### config.mk
export PLATFORM = sky130hd
export DESIGN_NAME = sfilt_seq_flat
export DESIGN_NICKNAME = d
export VERILOG_FILES = /design/src/rtl/sfilt_seq_if.sv /design/src/rtl/sfilt_seq.sv /design/src/flat_wrapper.sv
export SDC_FILE = /design/constraint.sdc
export NUM_CORES = 1
export LEC_CHECK = 0
export CORE_MARGIN = 10
export CORE_UTILIZATION = 40
export CTS_CLUSTER_DIAMETER = 120
export DETAILED_ROUTE_END_ITERATION = 10
export PLACE_DENSITY_LB_ADDON = 0.12
export SLEW_MARGIN = 30
export SYNTH_ARGS = -nofsm -noshare
export SYNTH_HDL_FRONTEND = slang
export SYNTH_SLANG_ARGS = --single-unit
export TNS_END_PERCENT = 30
### constraint.sdc
create_clock -name clk -period 2.2 [get_ports clk]
set_input_delay 0.33 -clock clk [delete_from_list [all_inputs] [get_ports clk]]
set_output_delay 0.33 -clock clk [all_outputs]
set_load 0.005 [all_outputs]
### src/rtl/sfilt_seq_if.sv
// Upstream sample/config bus plus downstream filter command bus of the sequencer.
interface sfilt_seq_if;
  logic        pushin;
  logic [31:0] din;
  logic        stopout;
  logic        cwe;
  logic [3:0]  caddr;
  logic [31:0] cdata;
  logic        swe;
  logic [6:0]  sdata;
  logic        clr;
  logic        pushout;
  logic [1:0]  cmd;
  logic [31:0] q;
  logic [31:0] h;

  modport master (input pushin, din, cwe, caddr, cdata, swe, sdata, clr,
                  output stopout, pushout, cmd, q, h);
  modport slave  (output pushin, din, cwe, caddr, cdata, swe, sdata, clr,
                  input stopout, pushout, cmd, q, h);
endinterface

### src/rtl/sfilt_seq.sv
// Per-sample command sequencer for the serial filter: one sample in,
// TAPS+2 beats out (first mult, mult-accs, shift/round, output).
module sfilt_seq #(
  parameter int TAPS = 8
) (
  input  logic         clk,
  input  logic         rst,
  sfilt_seq_if.master  bus
);
  typedef enum logic {IDLE, RUN} state_t;

  localparam logic [4:0] KSHIFT = 5'(TAPS);
  localparam logic [4:0] KLAST  = 5'(TAPS + 1);

  state_t                 state_q;
  logic [4:0]             k_q, k_d;
  logic [TAPS-1:0][31:0]  x_q, x_d, c_q, c_d;
  logic [6:0]             shamt_q;
  logic                   pushout_q;
  logic [1:0]             cmd_q, cmd_d;
  logic [31:0]            q_q, q_d, h_q, h_d;
  logic                   stop, accept, run_next;

  // Busy for every beat except the last, so a new sample lands back-to-back.
  assign stop     = (state_q == RUN) && (k_q != KLAST);
  assign accept   = bus.pushin && !stop;
  assign run_next = accept || stop;

  always_comb begin
    x_d = x_q;
    if (!stop && bus.clr) x_d = '0;
    if (accept)           x_d = {x_d[TAPS-2:0], bus.din};
  end

  always_comb begin
    c_d = c_q;
    for (int i = 0; i < TAPS; i++)
      if (bus.cwe && bus.caddr == 4'(i)) c_d[i] = bus.cdata;
  end

  // Next beat reads the post-shift delay line but pre-write coefficients.
  always_comb begin
    k_d   = accept ? 5'd0 : k_q + 5'd1;
    cmd_d = 2'd0;
    q_d   = '0;
    h_d   = '0;
    if (k_d == 5'd0)        cmd_d = 2'd0;
    else if (k_d < KSHIFT)  cmd_d = 2'd1;
    else if (k_d == KSHIFT) begin
      cmd_d = 2'd2;
      h_d   = {25'b0, shamt_q};
    end else                cmd_d = 2'd3;
    for (int i = 0; i < TAPS; i++)
      if (k_d == 5'(i)) begin
        q_d = x_d[i];
        h_d = c_q[i];
      end
  end

  always_ff @(posedge clk or negedge rst) begin
    if (!rst) begin
      state_q   <= IDLE;
      k_q       <= '0;
      x_q       <= '0;
      c_q       <= '0;
      shamt_q   <= '0;
      pushout_q <= 1'b0;
      cmd_q     <= '0;
      q_q       <= '0;
      h_q       <= '0;
    end else begin
      x_q <= x_d;
      c_q <= c_d;
      if (bus.swe) shamt_q <= bus.sdata;
      if (run_next) begin
        state_q   <= RUN;
        k_q       <= k_d;
        pushout_q <= 1'b1;
        cmd_q     <= cmd_d;
        q_q       <= q_d;
        h_q       <= h_d;
      end else begin
        state_q   <= IDLE;
        k_q       <= '0;
        pushout_q <= 1'b0;
        cmd_q     <= '0;
        q_q       <= '0;
        h_q       <= '0;
      end
    end
  end

  assign bus.stopout = stop;
  assign bus.pushout = pushout_q;
  assign bus.cmd     = cmd_q;
  assign bus.q       = q_q;
  assign bus.h       = h_q;
endmodule
### src/flat_wrapper.sv
// flat-port wrapper written by rule: the top's interface ports become plain ports
module sfilt_seq_flat 
#(
  parameter int TAPS = 8
)
  (clk, rst, bus_pushin, bus_din, bus_cwe, bus_caddr, bus_cdata, bus_swe, bus_sdata, bus_clr, bus_stopout, bus_pushout, bus_cmd, bus_q, bus_h);
  sfilt_seq_if bus_i ();
  input  logic clk;
  input  logic rst;
  input wire logic [$bits(bus_i.pushin)-1:0] bus_pushin;
  input wire logic [$bits(bus_i.din)-1:0] bus_din;
  input wire logic [$bits(bus_i.cwe)-1:0] bus_cwe;
  input wire logic [$bits(bus_i.caddr)-1:0] bus_caddr;
  input wire logic [$bits(bus_i.cdata)-1:0] bus_cdata;
  input wire logic [$bits(bus_i.swe)-1:0] bus_swe;
  input wire logic [$bits(bus_i.sdata)-1:0] bus_sdata;
  input wire logic [$bits(bus_i.clr)-1:0] bus_clr;
  output wire logic [$bits(bus_i.stopout)-1:0] bus_stopout;
  output wire logic [$bits(bus_i.pushout)-1:0] bus_pushout;
  output wire logic [$bits(bus_i.cmd)-1:0] bus_cmd;
  output wire logic [$bits(bus_i.q)-1:0] bus_q;
  output wire logic [$bits(bus_i.h)-1:0] bus_h;
  assign bus_i.pushin = bus_pushin;
  assign bus_i.din = bus_din;
  assign bus_i.cwe = bus_cwe;
  assign bus_i.caddr = bus_caddr;
  assign bus_i.cdata = bus_cdata;
  assign bus_i.swe = bus_swe;
  assign bus_i.sdata = bus_sdata;
  assign bus_i.clr = bus_clr;
  assign bus_stopout = bus_i.stopout;
  assign bus_pushout = bus_i.pushout;
  assign bus_cmd = bus_i.cmd;
  assign bus_q = bus_i.q;
  assign bus_h = bus_i.h;
  sfilt_seq #(.TAPS(TAPS)) u_core (.clk(clk), .rst(rst), .bus(bus_i));
endmodule
[Word-level counts from Yosys, hierarchy flattened]
Index checks and enable logic that the tools add are counted.
Cells by class
  bitwise logic cells: 0
  mux-type cells: 29
  $add $sub $neg: 1
  shift operators: 0
  $lt $le $gt $ge: 1
  reductions and logical operators: 15
  equality and inequality tests: 16
  divide/modulo/power cells: 0
  multipliers: 0
Operators by type and width (number)
  $mux 32: 19
  $mux 256: 2
  $eq 5x3->1 const B: 4
  $eq 4x3->1 const B: 4
  $logic_and 1x1->1: 11
  $eq 5x2->1 const B: 2
  $mux 5: 2
  $eq 4x2->1 const B: 2
  $mux 7: 1
  $mux 2: 3
  $add 5x1->5 const B: 1
  $eq 5x1->1 const B: 1
  $eq 5x4->1 const B: 1
  $logic_not 5->1: 1
  $lt 5x4->1 const B: 1
  $ne 5x4->1 const B: 1
  $eq 4x1->1 const B: 1
  $logic_not 4->1: 1
  $mux 1: 2
  $logic_not 1->1: 1
  $logic_or 1x1->1: 1
Word-level totals
  RAM bits: 0
  word-level logic and storage cells: 84
  memories: 0
  bits of input ports: 81
  latch bits: 0
  bits in read-only memories: 0
  output and inout port bits: 68
  register bits: 591

[Depth between registers and ports, before layout]
Gate-level depths: netlist of run 1.
  word-level depth: 17
  depth in mapped cells: 12
  mapped depth without buffers: 10

[Worst setup path before layout of run 1]
OpenSTA, ideal clock, no wires.
  path kind: reg-to-reg
  start: register u_core.k_q[0]
  end: register u_core.h_q[27] (netlist: u_core.bus.h[27])
  cell stages (with the launch flop): 10
  buffers on the path: 2
  period minus slack after synthesis: 2355 ps
  path slack: -155 ps
  data arrival time: 2226 ps
  setup time: 129 ps
  path through: dfrtp_1 > ha_1 > clkbuf_1 > buf_1 > mux2i_1 > a21oi_1 > a21oi_1 > nor2_1 > a221oi_1 > nor3_1
Between the ends
  longest elaborated chain between the ends: 15
Ends and longest elaborated chain
  from (decl): RTL line sfilt_seq.sv:16  | logic [4:0] k_q, k_d;
  from (signal assigned): RTL line sfilt_seq.sv:77  | k_q <= k_d;
  branches (longest 14 deep; another with $add 5x1->5)
  $mux 32 *: RTL line sfilt_seq.sv:75  | if (run_next) begin
  to (signal assigned): RTL line sfilt_seq.sv:70  | h_q <= '0;
  to (signal assigned): RTL line sfilt_seq.sv:81  | h_q <= h_d;
  to (signal assigned): RTL line sfilt_seq.sv:88  | h_q <= '0;
  to (decl): RTL line sfilt_seq.sv:21  | logic [31:0] q_q, q_d, h_q, h_d;
Mark *: on every way between the ends.
A chain may end at the register's enable or synchronous reset.

[Worst setup path after layout of run 1]
  start: register u_core.k_q[0]
  end: register u_core.h_q[24] (netlist: u_core.bus.h[24])
The elaborated chain is that of the path after synthesis.

==> metrics.md, run 1 <==
| Metric | Value |
|---|---|
| Final Max Slew Viols | `0` |
| Residual DRC | `0` |
| Port buffer count | `148` |
| Final period utilization | `111.7%` |
| Synth Net Count | `2619` |
| Rows | `94` |
| Die H | `278.5 um` |
| Reg2Reg Depth | `12` |
| Reg-to-reg startpoint | `u_core.k_q[0]` |
| Worst Tran Pin Value | `0.5076 ns` |
| Vias in the first global route | `22730` |
| Vias | `between 20000 and 25000` |
| Die Span X | `278.5 um` |
| Req. time, crit path | `2.71 ns` |
| Initial antenna violation count | `3` |
| CP delay by family, top | `buffers and inverters` |
| CP Max Fanout | `7` |
| Core box area | `between 60000 and 70000 um2` |
| Starting density of the core | `40.51%` |
| Drt wl/cell | `22.86 um` |
| Max_cap viols | `0` |
| Overall routing resource usage | `21.97%` |
| Worst path max stage delay | `0.46 ns` |
| Area delta synth->final | `33.68%` |
| Worst setup path end | `u_core.bus.h[24]` |
| WL final | `a little under 90000 um` |
| Register area share after synthesis | `55.33%` |
| 1st-pass router iterations | `5` |
| Post-synth ARST share | `100.0%` |
| Commonest non-fill, non-tap cell in the layout | `dfrtp_1` |
| Failing checks | `negative setup slack` |
| Worst Path Buf+Inv | `6` |
| Final Hold Fails | `0` |
| Pleak | `15.85 nW` |
| Fmax | `0.4070 GHz` |
| Clk root buf | `clkbuf_16` |
| Die area | `approximately 78000 um2` |
| Status | `complete, but fails checks` |
| Final non-filler cell total | `3838` |
| Setup CP Type | `flop to flop` |
| Clock Sinks | `591` |
| Pwr per Cell Area | `1498 nW/um2` |
| Fin nets | `roughly 3000` |
| Worst EP arrival | `just under 3 ns` |
| R2R Setup Slk | `-0.26 ns` |
| Worst vdd ir | `0.7766 mV` |
| Clock Latency Late Sink | `0.61 ns` |
| Gpl congestion | `0.8263` |
| CP endpoint kind | `flop` |
| Setup crit start | `u_core.k_q[0]` |
| Vias per cell | `approximately 5.7` |
| Critical path's slowest cell | `dfrtp_2` |
| Largest net degree at the start of global routing | `66` |
| Skew final | `between 0.02 and 0.025 ns` |
| Unrepaired setup endpoints after global routing | `yes` |
| Final Util | `a little over half` |
| # IOs | `about 150` |
| Max-slew headroom | `66.16%` |
| CP Cell Sequence | `ha_4 > buf_6 > buf_12 > xor2_4 > buf_6 > nand3_4 > nor2_4 > buf_12 > buf_12 > buf_12 > a221oi_4 > nor3_2` |
| Proportion of layout cells with a drive suffix above 1 | `30.87%` |
| Final Setup Violations | `between 60 and 70` |
| Synth Register Bits | `591` |
| RR Endpoint | `u_core.bus.h[24]` |
| Top FF cell, synth | `dfrtp_1` |
| Most frequent CP cell | `buf_12` |
| Final min period | `2.457 ns` |
| CTS clk-pin slew, worst paths | `0.06 ns` |
| Setup WS post-layout | `-0.2571 ns` |
| Worst Setup Start Kind | `flop` |
| CTS tree | `yes` |
| Syn_area_per_cell | `10.54 um2` |
| Clk buf depth | `3` |
| Placed Instances | `3658` |
| Dpl hpwl | `between 50000 and 60000 um` |
| Total CTS buffers | `70` |
| Synth unique cells | `65` |
| Starting DRT DRC Count | `a little over 2000` |
| Synth Warn # | `0` |
| Antenna Diode Count | `0` |
| Pre-CTS setup slack | `-0.6099 ns` |
| Most frequent cells in the layout | `587 x dfrtp_1, 424 x nand2_1, 277 x a21oi_1` |
| Mapped cell area | `26730 um2` |
| Post-Syn Instances | `2536` |
| Gr ovfl total | `0` |
| First-pass GRT wire length | `135000 um` |
| Final ANT Viol Nets | `0` |
| Worst path depth | `12` |
| Post-synth EDFFs | `0` |
| HP Class | `input port to flop` |
| H-tree levels | `3` |
timing repair:
item,CTS,global route
hold endpoints to repair,33,0
cloned,12,5
pin swaps,42,33
setup endpoints to repair,68,78
hold buffers,1,0
resized for setup,157,61
buffers inserted,33,8
cell usage after synthesis (all sizes together), types with 6 or more instances:
| library cell | instances | share of area (%) |
|---|---|---|
| nor3 | 27 | 0.52 |
| a22oi | 71 | 2.0 |
| buf | 92 | 1.9 |
| nand2 | 432 | 6.1 |
| nand2b | 6 | 0.14 |
| a22o | 36 | 1.2 |
| a2bb2oi | 7 | 0.23 |
| or3 | 29 | 0.68 |
| nor2 | 73 | 1.0 |
| o21ai | 150 | 2.8 |
| a221oi | 27 | 0.88 |
| nand3 | 24 | 0.47 |
| o211ai | 6 | 0.17 |
| a21oi | 345 | 6.9 |
| mux2i | 22 | 0.82 |
| o22ai | 27 | 0.66 |
| clkbuf | 120 | 1.7 |
| a31oi | 39 | 0.91 |
| a221o | 31 | 1.2 |
| dfrtp | 591 | 55 |
| and3 | 63 | 1.5 |
| mux2 | 266 | 11 |
metal layers:
metal  up-vias  share of wire, %  track usage, %
met3       156               5.7           4.017
met4         6               2.7           6.355
li1       9882                 -               -
met2       664                48           36.81
met1     11250                43           28.67
met5         -             0.054               0
worst min path at each step:
stage          slack [ns]                end  cells past startpoint    start
3_3_place_gp         0.30    u_core.c_q[193]                      1      rst
3_5_place_dp         0.30    u_core.c_q[193]                      1      rst
4_1_cts              0.19    u_core.x_q[174]                      2  bus_clr
5_1_grt              0.25    u_core.x_q[174]                      2  bus_clr
6_report             0.25    u_core.x_q[174]                      2  bus_clr
2_1_floorplan        0.03  u_core.bus.cmd[0]                      0      rst
per-stage QoR:
stage / cell area (um2) / hold WS (ns) / setup TNS, ns / total power [mW]
4_1_cts: 35320 / 0.1946 / -8.036 / 52.89
2_1_floorplan: 26800 / 0.03441 / -0.02751 / 28.08
5_1_grt: 35730 / 0.2480 / -17.42 / 56.54
3_3_place_gp: 31680 / 0.3027 / -16.50 / 38.27
6_report: 35730 / 0.2471 / -10.92 / 53.53
3_5_place_dp: 31680 / 0.3045 / -21.74 / 38.69
power breakdown:
part	switching, mW	internal, mW	leakage [nW]
clock	4.62	7.08	1.14
combinational	12.9	12.2	7.37
sequential	2.27	14.5	7.34
registers in the layout, indices dropped and copies added, names as in the netlist:
signal	flops
u_core.c_q	256
u_core.shamt_q	7
u_core.bus.cmd	2
u_core.k_q	5
u_core.bus.q	32
u_core.x_q	256
u_core.bus.h	32
u_core.state_q	1
logic make-up after synthesis:
logic type / count (synthesis) / synth area share, %
XOR/XNOR: 7 / 0.2575
flip-flops: 591 / 55.33
adder cells (fa/ha/maj): 2 / 0.09360
AO/OA/AOI/OAI: 756 / 17.47
multiplexers: 288 / 12.03
buffers and inverters: 217 / 3.670
AND/OR/NAND/NOR: 675 / 11.15
layout make-up:
class | instances | area [um2]
tap | 864 | 1081
timing repair buffer | 527 | 5806
sequential | 591 | 14790
clock buffer | 106 | 2110
fill | 5663 | 30250
clock inverter | 17 | 212.7
multi-input combinational | 1728 | 11710
inverter | 5 | 23.77
No activity file was read; power rests on OpenSTA's default activity.
==> run 2: changes to the inputs <==
Settings changed: CORE_ASPECT_RATIO set to 1.1, CORE_MARGIN 10 to 3.
==> metrics.md, run 2 (synthesis gave the netlist of run 1 again) <==
| Metric | Value |
|---|---|
| Status | `complete, but fails checks` |
| Failing checks | `negative setup slack` |
| Worst setup path end | `u_core.bus.q[0]` |
| Pleak | `15.85 nW (about the same)` |
| Die area | `69960 um2 (-9.8%)` |
| Vias in the first global route | `22920 (+0.85%)` |
| Hold_ws | `0.2200 ns (-0.02709 ns)` |
| Area delta synth->final | `33.38%` |
| Pre-CTS setup slack | `-0.4241 ns (+0.1857 ns)` |
| Clk root buf | `clkbuf_16` |
| Die Span X | `252.5 um (-9.3%)` |
| Worst vdd ir | `0.7739 mV (-0.35%)` |
| Largest net degree at the start of global routing | `66 (unchanged)` |
| Setup crit start | `u_core.k_q[1]` |
| Max-slew headroom | `65.05% (-1.1 points)` |
| Rows | `98 (+4.3%)` |
| RR Endpoint | `u_core.bus.q[0]` |
| Clock Sinks | `591 (unchanged)` |
| Clock Latency Late Sink | `0.61 ns (about the same)` |
| Initial antenna violation count | `5 (+2)` |
| Reg2Reg Depth | `13 (+1)` |
| First-pass GRT wire length | `133200 um (-1.3%)` |
| Fin nets | `3018 (+0.40%)` |
| # fillers | `5678 (+0.26%)` |
| Proportion of layout cells with a drive suffix above 1 | `31.35% (+0.48 points)` |
| Residual DRC | `0 (unchanged)` |
| Starting density of the core | `40.75% (+0.23 points)` |
| Largest registers | `u_core.c_q: 256 flops, u_core.x_q: 256 flops` |
| Port buffer count | `148 (unchanged)` |
| Req. time, crit path | `2.71 ns (about the same)` |
| Placed instance area | `31900 um2 (+0.71%)` |
| Starting DRT DRC Count | `1621 (-20%)` |
| Total power | `52.84 mW (-1.3%)` |
| Fmax | `0.4130 GHz (+1.5%)` |
| CP Max Fanout | `5 (-2)` |
| Final min period | `2.422 ns (-0.03558 ns)` |
| Final ANT Viol Nets | `0 (unchanged)` |
| Final Max Slew Viols | `0 (unchanged)` |
| Worst Setup Start Kind | `flop` |
| Unrepaired setup endpoints after global routing | `yes` |
| Dpl hpwl | `54290 um (-0.38%)` |
| Final Hold Fails | `0 (unchanged)` |
| Clk buf depth | `3 (unchanged)` |
| # IOs | `149 (unchanged)` |
| H-tree levels | `3 (unchanged)` |
| Skew final | `0.01902 ns (-0.001230 ns)` |
| Setup TNS Final | `-8.592 ns (+2.328 ns)` |
| Gpl congestion | `0.8268 (about the same)` |
| Reg-to-reg startpoint | `u_core.k_q[1]` |
| Pwr per Cell Area | `1482 nW/um2 (-1.1%)` |
| Setup CP Type | `flop to flop` |
| Total CTS buffers | `68 (-2.9%)` |
| Die H | `277.1 um (-0.50%)` |
| CP endpoint kind | `flop` |
| Core box area | `65600 um2 (-0.58%)` |
| HP Class | `input port to async pin` |
| Final Setup Violations | `63 (-3.1%)` |
| Drt wl/cell | `22.52 um (-1.5%)` |
| Vias per cell | `5.703 (-0.31%)` |
| Worst EP arrival | `2.93 ns (-0.04 ns)` |
| Final non-filler cell total | `3838 (unchanged)` |
| CTS clk-pin slew, worst paths | `0.06 ns (about the same)` |
| Placed Instances | `3669 (+0.30%)` |
| Commonest non-fill, non-tap cell in the layout | `dfrtp_1` |
| Setup WS post-layout | `-0.2215 ns (+0.03558 ns)` |
| CTS tree | `yes` |
| Final period utilization | `110.1% (-1.6 points)` |
| 1st-pass router iterations | `5 (unchanged)` |
| Gr ovfl total | `0 (unchanged)` |
| Worst Tran Pin Value | `0.5243 ns (+0.01676 ns)` |
| Max_cap viols | `0 (unchanged)` |
| Overall routing resource usage | `24.20% (+2.2 points)` |
| Final Util | `54.35% (+0.19 points)` |
| Most frequent cells in the layout | `589 x dfrtp_1, 421 x nand2_1, 283 x a21oi_1` |
| R2R Setup Slk | `-0.22 ns (+0.04 ns)` |
| Cell area after layout | `35650 um2 (-0.22%)` |
| Vias | `21890 (-0.31%)` |
| WL final | `86430 um (-1.5%)` |
==> run 2: worst min path at each step <==
stage	from	to	slack [ns]	cells after the start
6_report	rst	u_core.x_q[4]	0.22	2
5_1_grt	rst	u_core.x_q[4]	0.24	2
4_1_cts	bus_clr	u_core.x_q[130]	0.20	2
3_5_place_dp	rst	u_core.x_q[4]	0.25	1
3_3_place_gp	rst	u_core.x_q[5]	0.25	1
2_1_floorplan	rst	u_core.bus.cmd[0]	0.03	0
==> run 2: critical path: stages, from the launching register on <==
cell	delay [ns]
dfrtp_1	0.40
buf_6	0.14
ha_4	0.18
xnor2_4	0.14
a31oi_4	0.23
nor3_2	0.10
buf_4	0.17
nand2_8	0.07
buf_12	0.13
buf_12	0.12
buf_12	0.10
nor2_4	0.03
or3_1	0.34
a31oi_1	0.16
==> run 2: layer usage <==
layer | vias up | GRT usage, % | routed length [um]
li1 | 9900 | - | -
met1 | 11160 | 31.36 | 36660
met2 | 672 | 41.67 | 42870
met3 | 154 | 3.522 | 4507
met4 | 2 | 7.796 | 2387
met5 | - | 0 | 13
==> run 2: what timing repair did <==
item	4_1_cts	5_1_grt
hold buffers	1	0
gates resized for setup	121	96
hold endpoints to repair	143	0
gates cloned	7	4
endpoints found under the setup margin	79	76
buffers inserted	37	5
pin swaps	50	46
==> run 2: area by class of cell <==
class	instances	area, um2	share of cell area, %
diodes	2	5.005	0.01404
well taps	850	1064	2.983
multi-input cells	1728	11730	32.89
flip-flops and latches	591	14790	41.49
inverters	5	23.77	0.06668
clock inverters	27	307.8	0.8633
repair buffers	541	5793	16.25
clock buffers	94	1941	5.443
==> run 2: report_power, final <==
part / total [mW] / internal [mW] / switching, mW
combinational: 24.6 / 12.0 / 12.6
clock: 11.4 / 6.79 / 4.65
sequential: 16.8 / 14.5 / 2.33
